$ cat src/rtl/proc_pkg.sv
// Shared types and default timing constants for the Start/CountEn program launcher.
package proc_pkg;

    typedef enum logic [2:0] {
        IDLE,
        HOLD_ST,
        RUN,
        RECORD,
        FINISH
    } launch_state_t;

    localparam int          DEF_HOLD    = 2;
    localparam int          DEF_CYC_W   = 16;
    localparam int unsigned DEF_TIMEOUT = 32'h0000_FFFF;

endpackage

$ cat src/rtl/prog_launcher.sv
// Drives the processor Start line through a batch of back-to-back program runs,
// timing each run and flagging runs that hit the cycle limit.
module prog_launcher
    import proc_pkg::*;
#(
    parameter int          PROG_W  = 2,
    parameter int          CYC_W   = DEF_CYC_W,
    parameter int          HOLD    = DEF_HOLD,
    parameter int unsigned TIMEOUT = DEF_TIMEOUT
) (
    input  logic              Clk,
    input  logic              Reset,
    input  logic              Go,
    input  logic [PROG_W:0]   NumProgs,
    input  logic              Done,
    output logic              Start,
    output logic [PROG_W-1:0] ProgIdx,
    output logic [CYC_W-1:0]  LastCycles,
    output logic              CycValid,
    output logic              Busy,
    output logic              BatchDone,
    output logic              TimedOut
);

    localparam logic [CYC_W-1:0] HOLD_LAST = CYC_W'(HOLD - 1);
    localparam logic [CYC_W-1:0] RUN_LAST  = CYC_W'(TIMEOUT - 1);
    localparam logic [CYC_W-1:0] CNT_ONE   = CYC_W'(1);
    localparam logic [PROG_W:0]  MAX_PROGS = (PROG_W + 1)'(2 ** PROG_W);
    localparam logic [PROG_W:0]  NP_ONE    = (PROG_W + 1)'(1);

    launch_state_t     state;
    logic [CYC_W-1:0]  cnt;       // hold counter in HOLD_ST, run-cycle counter in RUN
    logic [PROG_W-1:0] last_idx;

    // A count of 0 runs one program; counts beyond the index range are clamped so
    // the batch always terminates.
    function automatic logic [PROG_W-1:0] last_index(input logic [PROG_W:0] n);
        logic [PROG_W:0] c;
        if (n == '0)
            c = NP_ONE;
        else if (n > MAX_PROGS)
            c = MAX_PROGS;
        else
            c = n;
        return PROG_W'(c - NP_ONE);
    endfunction

    always_ff @(posedge Clk or posedge Reset) begin
        if (Reset) begin
            state      <= IDLE;
            cnt        <= '0;
            last_idx   <= '0;
            Start      <= 1'b1;
            ProgIdx    <= '0;
            LastCycles <= '0;
            CycValid   <= 1'b0;
            Busy       <= 1'b0;
            BatchDone  <= 1'b0;
            TimedOut   <= 1'b0;
        end else begin
            CycValid  <= 1'b0;
            BatchDone <= 1'b0;
            case (state)
                IDLE: begin
                    if (Go) begin
                        last_idx <= last_index(NumProgs);
                        TimedOut <= 1'b0;
                        ProgIdx  <= '0;
                        cnt      <= '0;
                        Busy     <= 1'b1;
                        state    <= HOLD_ST;
                    end
                end
                HOLD_ST: begin
                    if (cnt == HOLD_LAST) begin
                        cnt   <= '0;
                        Start <= 1'b0;
                        state <= RUN;
                    end else begin
                        cnt <= cnt + CNT_ONE;
                    end
                end
                RUN: begin
                    // Done wins over a coincident timeout; cnt+1 counts this final cycle.
                    if (Done || (cnt == RUN_LAST)) begin
                        if (!Done)
                            TimedOut <= 1'b1;
                        LastCycles <= cnt + CNT_ONE;
                        CycValid   <= 1'b1;
                        Start      <= 1'b1;
                        state      <= RECORD;
                    end else begin
                        cnt <= cnt + CNT_ONE;
                    end
                end
                RECORD: begin
                    if (ProgIdx == last_idx) begin
                        BatchDone <= 1'b1;
                        state     <= FINISH;
                    end else begin
                        ProgIdx <= ProgIdx + PROG_W'(1);
                        cnt     <= '0;
                        state   <= HOLD_ST;
                    end
                end
                FINISH: begin
                    Busy  <= 1'b0;
                    state <= IDLE;
                end
                default: state <= IDLE;
            endcase
        end
    end

endmodule

$ cat config.mk
export PLATFORM = sky130hd
export DESIGN_NAME = prog_launcher
export DESIGN_NICKNAME = d
export VERILOG_FILES = /design/src/rtl/proc_pkg.sv /design/src/rtl/prog_launcher.sv
export SDC_FILE = /design/constraint.sdc
export NUM_CORES = 1
export LEC_CHECK = 0
export CAP_MARGIN = 20
export CORE_MARGIN = 5
export CORE_UTILIZATION = 50
export CTS_CLUSTER_SIZE = 28
export DETAILED_ROUTE_END_ITERATION = 10
export HOLD_SLACK_MARGIN = 0.03
export PLACE_DENSITY_LB_ADDON = 0.12
export SLEW_MARGIN = 15
export SYNTH_ARGS = -nofsm -noshare
export SYNTH_HDL_FRONTEND = slang
export SYNTH_SLANG_ARGS = --single-unit
$ cat constraint.sdc
create_clock -name Clk -period 2 [get_ports Clk]
set_clock_uncertainty 0.2 [all_clocks]
set_input_delay 0.4 -clock Clk [delete_from_list [all_inputs] [get_ports Clk]]
set_output_delay 0.4 -clock Clk [all_outputs]
set_load 0.01 [all_outputs]
==> results.py, run 1 <==
metrics = {
    "status": {
        "status": "finished, violations left",
        "violations": "negative setup slack",
    },
    "synth": {
        "async_flop_share_pct": 100.0,
        "yosysSeqAreaShare_pct": 44.12,
        "ys_ff_latch": 44,
        "syn_area_per_cell_sq_um": 10.37,
        "synth_edf_count": 0,
        "ys_types": 53,
        "synth_nets": 251,
        "ys.flop_type": "dfrtp_1",
        "ys_warn_count": 0,
        "postSynthCellCount": 241,
        "mappedNetlistArea_sq_um": 2499,
    },
    "grt": {
        "grt-ovfl-total": 0,
        "grt_pass1_wl_um": 9949,
        "grt_pass1_vias": 2106,
        "antenna_found_initial": 0,
        "grt_usage_pct": 19.34,
        "grt_max_degree": 45,
    },
    "layout": {
        "final_common_cell": "dfrtp_1",
        "final_nets": 328,
        "fin_util_pct": 73.28,
        "area_delta_synth_final_pct": 40.36,
        "postLayoutCellArea_sq_um": 3507,
        "drive_gt1_share_pct": 36.36,
        "layoutNonFillerInstCount": 386,
        "layout_common_cells": "42 x dfrtp_1, 41 x buf_4, 26 x nand2_1, 26 x clkdlybuf4s50_1",
        "diodes": 0,
    },
    "placed_design": {
        "dpl_cell_area_sq_um": 3146,
        "place_congestion": 0.8879,
        "numPortBuffers": 29,
        "dpl.hpwl_um": 4038,
        "pre_cts_ws_ns": -0.2425,
        "placed_cells": 368,
    },
    "detailed_routing": {
        "ant_nets": 0,
        "dr_total_vias": 2066,
        "drc_errors": 0,
        "firstDrtPassIters": 4,
        "vias_per_cell": 5.352,
        "wl_um": 5912,
        "wl_per_cell_um": 15.32,
        "drtIter0Drc": 116,
    },
    "worst_setup_path": {
        "r2r_slack_ns": -0.09,
        "critical-path-top-delay-family": "simple AND/OR/NAND/NOR gates",
        "r2r_end": "cnt[15]",
        "cp-start-kind": "flip-flop",
        "critPathBufInv": 2,
        "worst_ep_arrival_time_ns": 2.07,
        "regToRegStartpoint": "cnt[1]",
        "slowest_stage": "dfrtp_1",
        "crit_required_ns": 1.99,
        "path_cells": "inv_2, ha_4, nor3b_2, nand4_1, a31oi_4, nand3b_4, buf_12, o2bb2ai_2",
        "endpoint_kind": "flip-flop",
        "reg2reg_depth": 8,
        "critPathMaxStageDelay_ns": 0.42,
        "critPathMaxFanout": 8,
        "crit_type": "reg2reg",
    },
    "timing": {
        "fmax_mhz": 479.1,
        "layout_min_cycle_time_ns": 2.087,
        "final.setup.worst_slack_ns": -0.08744,
        "rsz0062_at_grt": "true",
        "layout_worst_path_cycle_share_pct": 104.4,
        "relSlewSlack_pct": 77.87,
        "maxSlewViolCount": 0,
        "hold_violations": 0,
        "tightest_slew_ns": 0.3294,
        "setup_violations": 16,
    },
    "clock_tree": {
        "htreeDepth": 2,
        "cts_sinks": 44,
        "clock_latency_ns": 0.30,
        "root_buffer": "clkbuf_8",
        "clockBufferDepth": 2,
        "path_clk_slew_ns": 0.08,
        "cts_tree": "done",
        "cts_buffers": 5,
    },
    "power_and_ir_drop": {
        "ir_drop_mv": 1.260,
        "leakagePower_nw": 1.492,
        "cellPowerDensity_nw_per_um2": 1230,
    },
    "die": {
        "core_area_sq_um": 4786,
        "ios": 30,
        "rows": 25,
        "die-area_sq_um": 6511,
        "die-height_um": 80.69,
        "die_w_um": 80.69,
        "start_util_pct": 52.21,
    },
    "flow_run": {
        "drv_cap": 0,
    },
    "hold_path": {
        "min_path_type": "in2async",
    },
}
[logic make-up (layout without fill, tap and decap cells)]
logic type | after synthesis | in the layout | share of synthesized area (%)
AND/OR/NAND/NOR | 90 | 90 | 20.63
AO/OA/AOI/OAI | 67 | 67 | 21.98
flip-flops | 44 | 44 | 44.12
buffers and inverters | 21 | 99 | 5.508
XOR/XNOR | 15 | 15 | 5.859
adder cells (fa/ha/maj) | 3 | 3 | 1.502
multiplexers | 1 | 1 | 0.4006
[layer usage]
metal | wire length, um | track usage (%) | share of wire (%) | vias to the layer above
met1 | 2848 | 27.57 | 48 | 993
met3 | 221 | 3.027 | 3.7 | 9
met4 | 72 | 7.095 | 1.2 | 0
met5 | 0 | 0 | 0 | -
li1 | - | - | - | 1027
met2 | 2769 | 29.55 | 47 | 37
[metrics by stage]
step / total power, mW / hold WS [ns] / TNS (ns)
2_1_floorplan: 2.630 / 0.3005 / 0
3_3_place_gp: 3.272 / 0.2587 / -2.527
3_5_place_dp: 3.320 / 0.2674 / -3.320
4_1_cts: 4.176 / 0.2612 / -0.09831
5_1_grt: 4.608 / 0.3064 / -3.242
6_report: 4.314 / 0.2405 / -1.124
[cells in the mapped netlist (3+ instances only)]
library cell	n	area, sq um
nor3_1	8	40.04
nand3_1	6	30.03
o2bb2ai_2	9	135.1
buf_6	4	45.04
ha_1	3	37.54
nand2_1	27	101.4
nand4_1	4	25.02
nor4_1	4	25.02
clkbuf_1	3	11.26
o21ai_0	21	105.1
o211ai_1	13	97.59
or2_2	3	18.77
dfrtp_1	43	1076
o2bb2ai_1	4	35.03
or2b_1	6	45.04
xnor2_1	13	113.9
and3_1	4	25.02
nor2_1	9	33.78
a21oi_1	6	30.03
inv_1	9	33.78
nor2b_1	3	18.77
[final cells by class]
class / instances / area (sq um)
Clock buffer: 6 / 82.58
Clock inverter: 2 / 10.01
Fill cell: 351 / 1279
Inverter: 9 / 33.78
Multi-Input combinational cell: 176 / 1400
Sequential cell: 44 / 1104
Tap cell: 67 / 83.83
Timing Repair Buffer: 82 / 793.3
[how the worst max path moves through the flow]
stage          slack, ns  depth (start not counted)    from      end
6_report           -0.09                          8  cnt[1]  cnt[15]
2_1_floorplan       0.05                          7  cnt[2]   cnt[8]
3_3_place_gp       -0.19                          6      Go   cnt[0]
5_1_grt            -0.20                          8  cnt[1]   cnt[9]
4_1_cts            -0.02                          8  cnt[1]   cnt[9]
3_5_place_dp       -0.24                          6      Go   cnt[0]
[where the power goes]
group	leakage [nW]	switching [mW]	internal, mW
logic	0.856	1.24	1.27
registers	0.585	0.139	1.08
clock network	0.0510	0.306	0.276
total	1.49	1.68	2.63
[repair_timing]
| item | CTS | global route |
|---|---|---|
| setup endpoints to repair | 18 | 36 |
| pin swaps | 9 | 3 |
| hold endpoints to repair | 0 | 0 |
| gates cloned | 0 | 1 |
| hold buffers | 0 | 0 |
| setup buffers | 9 | 0 |
| gates resized for setup | 15 | 35 |
[registers in the layout (all words and copies together) (netlist names)]
register	cells
BatchDone	1
TimedOut	1
LastCycles	16
state	3
cnt	16
last_idx	2
ProgIdx	2
Busy	1
CycValid	1
Start	1
[worst min-delay path: cells and delay by family]
| family | cells | cell delay [ns] |
|---|---|---|
| buffers and inverters | 3 | 0.70 |
Note: power is estimated with default switching activity, not from simulation.
==> run 2, diff against run 1 <==
- CORE_UTILIZATION: 50 -> 55
- clock period: 2 -> 2.2 ns (I/O delays scaled with it)
==> run 2 against run 1 <==
Against the previous run:
- the flow now finishes without violations
- critical path depth shrank 4
- design area shrank 11%
- routed wire length shrank 5.3%
- combinational power shrank 24%
- final cell count shrank 10%
- clock power shrank 16%
- worst setup slack gained 0.12 ns
==> results.py, run 2 (synthesis results as in run 1) <==
metrics = {
    "power_and_ir_drop": {
        "comb_power_share_pct": 53.9,
        "p_switching_mw": 1.396,
        "cellPowerDensity_nw_per_um2": 1134,
        "p_int_mw": 2.163,
        "total_power_mw": 3.559,
        "leakagePower_nw": 1.297,
        "power_switching_share_pct": 39.22,
        "clkPwrFrac_pct": 13.7,
        "ir_drop_mv": 0.6671,
        "p_seq_share_pct": 32.4,
    },
    "placed_design": {
        "numPortBuffers": 29,
        "dpl.hpwl_um": 3798,
        "place_congestion": 0.9234,
    },
    "detailed_routing": {
        "wl_per_cell_um": 16.19,
        "wl_um": 5601,
        "firstDrtPassIters": 4,
        "vias_per_cell": 5.711,
        "drc_errors": 0,
        "dr_total_vias": 1976,
        "ant_nets": 0,
        "drtIter0Drc": 106,
    },
    "clock_tree": {
        "clock_latency_ns": 0.30,
        "htreeDepth": 2,
        "root_buffer": "clkbuf_8",
        "cts_tree": "done",
        "clockBufferDepth": 2,
        "cts_buffers": 5,
        "path_clk_slew_ns": 0.08,
        "cts_sinks": 44,
        "holdBufCountCts": 0,
    },
    "layout": {
        "reg.largest.list": "LastCycles (16), cnt (16), state (3)",
        "layout_common_cells": "42 x dfrtp_1, 29 x clkdlybuf4s50_1, 27 x nand2_1",
        "fillers": 356,
        "area_delta_synth_final_pct": 25.59,
        "fin_util_pct": 71.58,
        "diodes": 0,
        "final_nets": 303,
        "drive_gt1_share_pct": 24.49,
        "final_common_cell": "dfrtp_1",
    },
    "die": {
        "rows": 24,
        "start_util_pct": 56.99,
        "die-area_sq_um": 5991,
        "ios": 30,
        "die_w_um": 77.40,
        "die-height_um": 77.40,
        "core_area_sq_um": 4384,
    },
    "worst_setup_path": {
        "worst_ep_arrival_time_ns": 2.14,
        "critical-path-top-delay-family": "simple AND/OR/NAND/NOR gates",
        "critPathMaxStageDelay_ns": 0.46,
        "critPathMaxFanout": 5,
        "path_cells": "nor4_1, nand4_1, and3_1, or3b_2",
        "endpoint_kind": "flip-flop",
        "crit_type": "reg2reg",
        "critPathBufInv": 0,
        "slowest_stage": "or3b_2",
        "crit_required_ns": 2.18,
        "cp-start-kind": "flip-flop",
    },
    "grt": {
        "antenna_found_initial": 0,
        "grt_usage_pct": 18.77,
        "grt_max_degree": 45,
        "grt-ovfl-total": 0,
        "grt_pass1_wl_um": 9094,
        "grt_pass1_vias": 1880,
    },
    "hold_path": {
        "min_path_type": "reg2reg",
    },
    "timing": {
        "tightest_slew_ns": 0.5516,
        "rsz0062_at_grt": "true",
        "setup_violations": 0,
        "hold_violations": 0,
        "fin_hold_ws_ns": 0.2782,
        "relSlewSlack_pct": 62.89,
        "maxSlewViolCount": 0,
        "layout_min_cycle_time_ns": 2.168,
        "fmax_mhz": 461.2,
        "layout_worst_path_cycle_share_pct": 98.56,
    },
    "flow_run": {
        "drv_cap": 0,
    },
    "status": {
        "status": "completed",
    },
}
==> run 2: changes by cell type in the layout (fill, tap and decap cells not counted), moves of 3 or more <==
cell | previous run | this run
o21ai_1 | 8 | 0
buf_4 | 41 | 22
nor2_1 | 6 | 9
o2bb2ai_1 | 0 | 4
o21ai_0 | 12 | 21
o2bb2ai_2 | 13 | 9
clkdlybuf4s50_1 | 26 | 29
buf_6 | 6 | 2
buf_12 | 6 | 2
dlymetal6s2s_1 | 3 | 0
==> run 2: through the flow <==
| step | TNS (ns) | cells | setup WS [ns] | area (sq um) |
|---|---|---|---|---|
| 3_5_place_dp | -0.008703 | 332 | -0.005952 | 2944 |
| 5_1_grt | -0.06230 | 346 | -0.02944 | 3138 |
| 2_1_floorplan | 0 | 241 | 0.2453 | 2499 |
| 4_1_cts | 0 | 340 | 0.007236 | 3025 |
| 3_3_place_gp | 0 | 332 | 0.02246 | 2944 |
| 6_report | 0 | 346 | 0.03165 | 3138 |
==> run 2: path summary, 6_finish.rpt <==
kind | slack, ns | from | cells after the start | end
hold / removal | 0.28 | LastCycles[7] | 2 | LastCycles[7]
min in group asynchronous | 0.31 | Reset | 3 | ProgIdx[0]
setup / recovery | 0.03 | cnt[9] | 4 | state[0]
max in group asynchronous | 1.24 | Reset | 3 | Start
setup reg to reg | 0.03 | cnt[9] | 4 | state[0]
hold reg to reg | 0.28 | LastCycles[7] | 2 | LastCycles[7]
==> run 2: layout make-up <==
| class | instances | area (sq um) | area share, % |
|---|---|---|---|
| inverter | 9 | 33.78 | 1.077 |
| tap | 52 | 65.06 | 2.073 |
| sequential | 44 | 1104 | 35.17 |
| timing repair buffer | 57 | 558.0 | 17.78 |
| multi-input combinational | 176 | 1296 | 41.31 |
| clock buffer | 7 | 76.32 | 2.432 |
| clock inverter | 1 | 5.005 | 0.1595 |
==> run 2: routing by layer <==
layer,global-route usage [%],part of all wire (%)
met1,26.75,47
met2,28.37,47
met3,4.398,4.1
met4,6.014,1.7
met5,0,0
==> run 2: worst reg2reg max path, stage by stage (launching register included) <==
cell	delay, ns
dfrtp_1	0.43
nor4_1	0.41
nand4_1	0.26
and3_1	0.29
or3b_2	0.46
==> run 2: timing repair <==
action / CTS / global route
resized for setup: 0 / 13
setup buffers: 0 / 4
setup endpoints to repair: 0 / 32
==> run 2: power groups by stage <==
stage | registers (mW) | logic [mW] | clock network [mW]
final | 1.15 | 1.92 | 0.488
after global routing | 1.18 | 2.10 | 0.547
after CTS | 1.15 | 1.79 | 0.509
after detailed placement | 1.17 | 1.78 | 0
after global placement | 1.16 | 1.75 | 0
after floorplan | 1.15 | 1.24 | 0
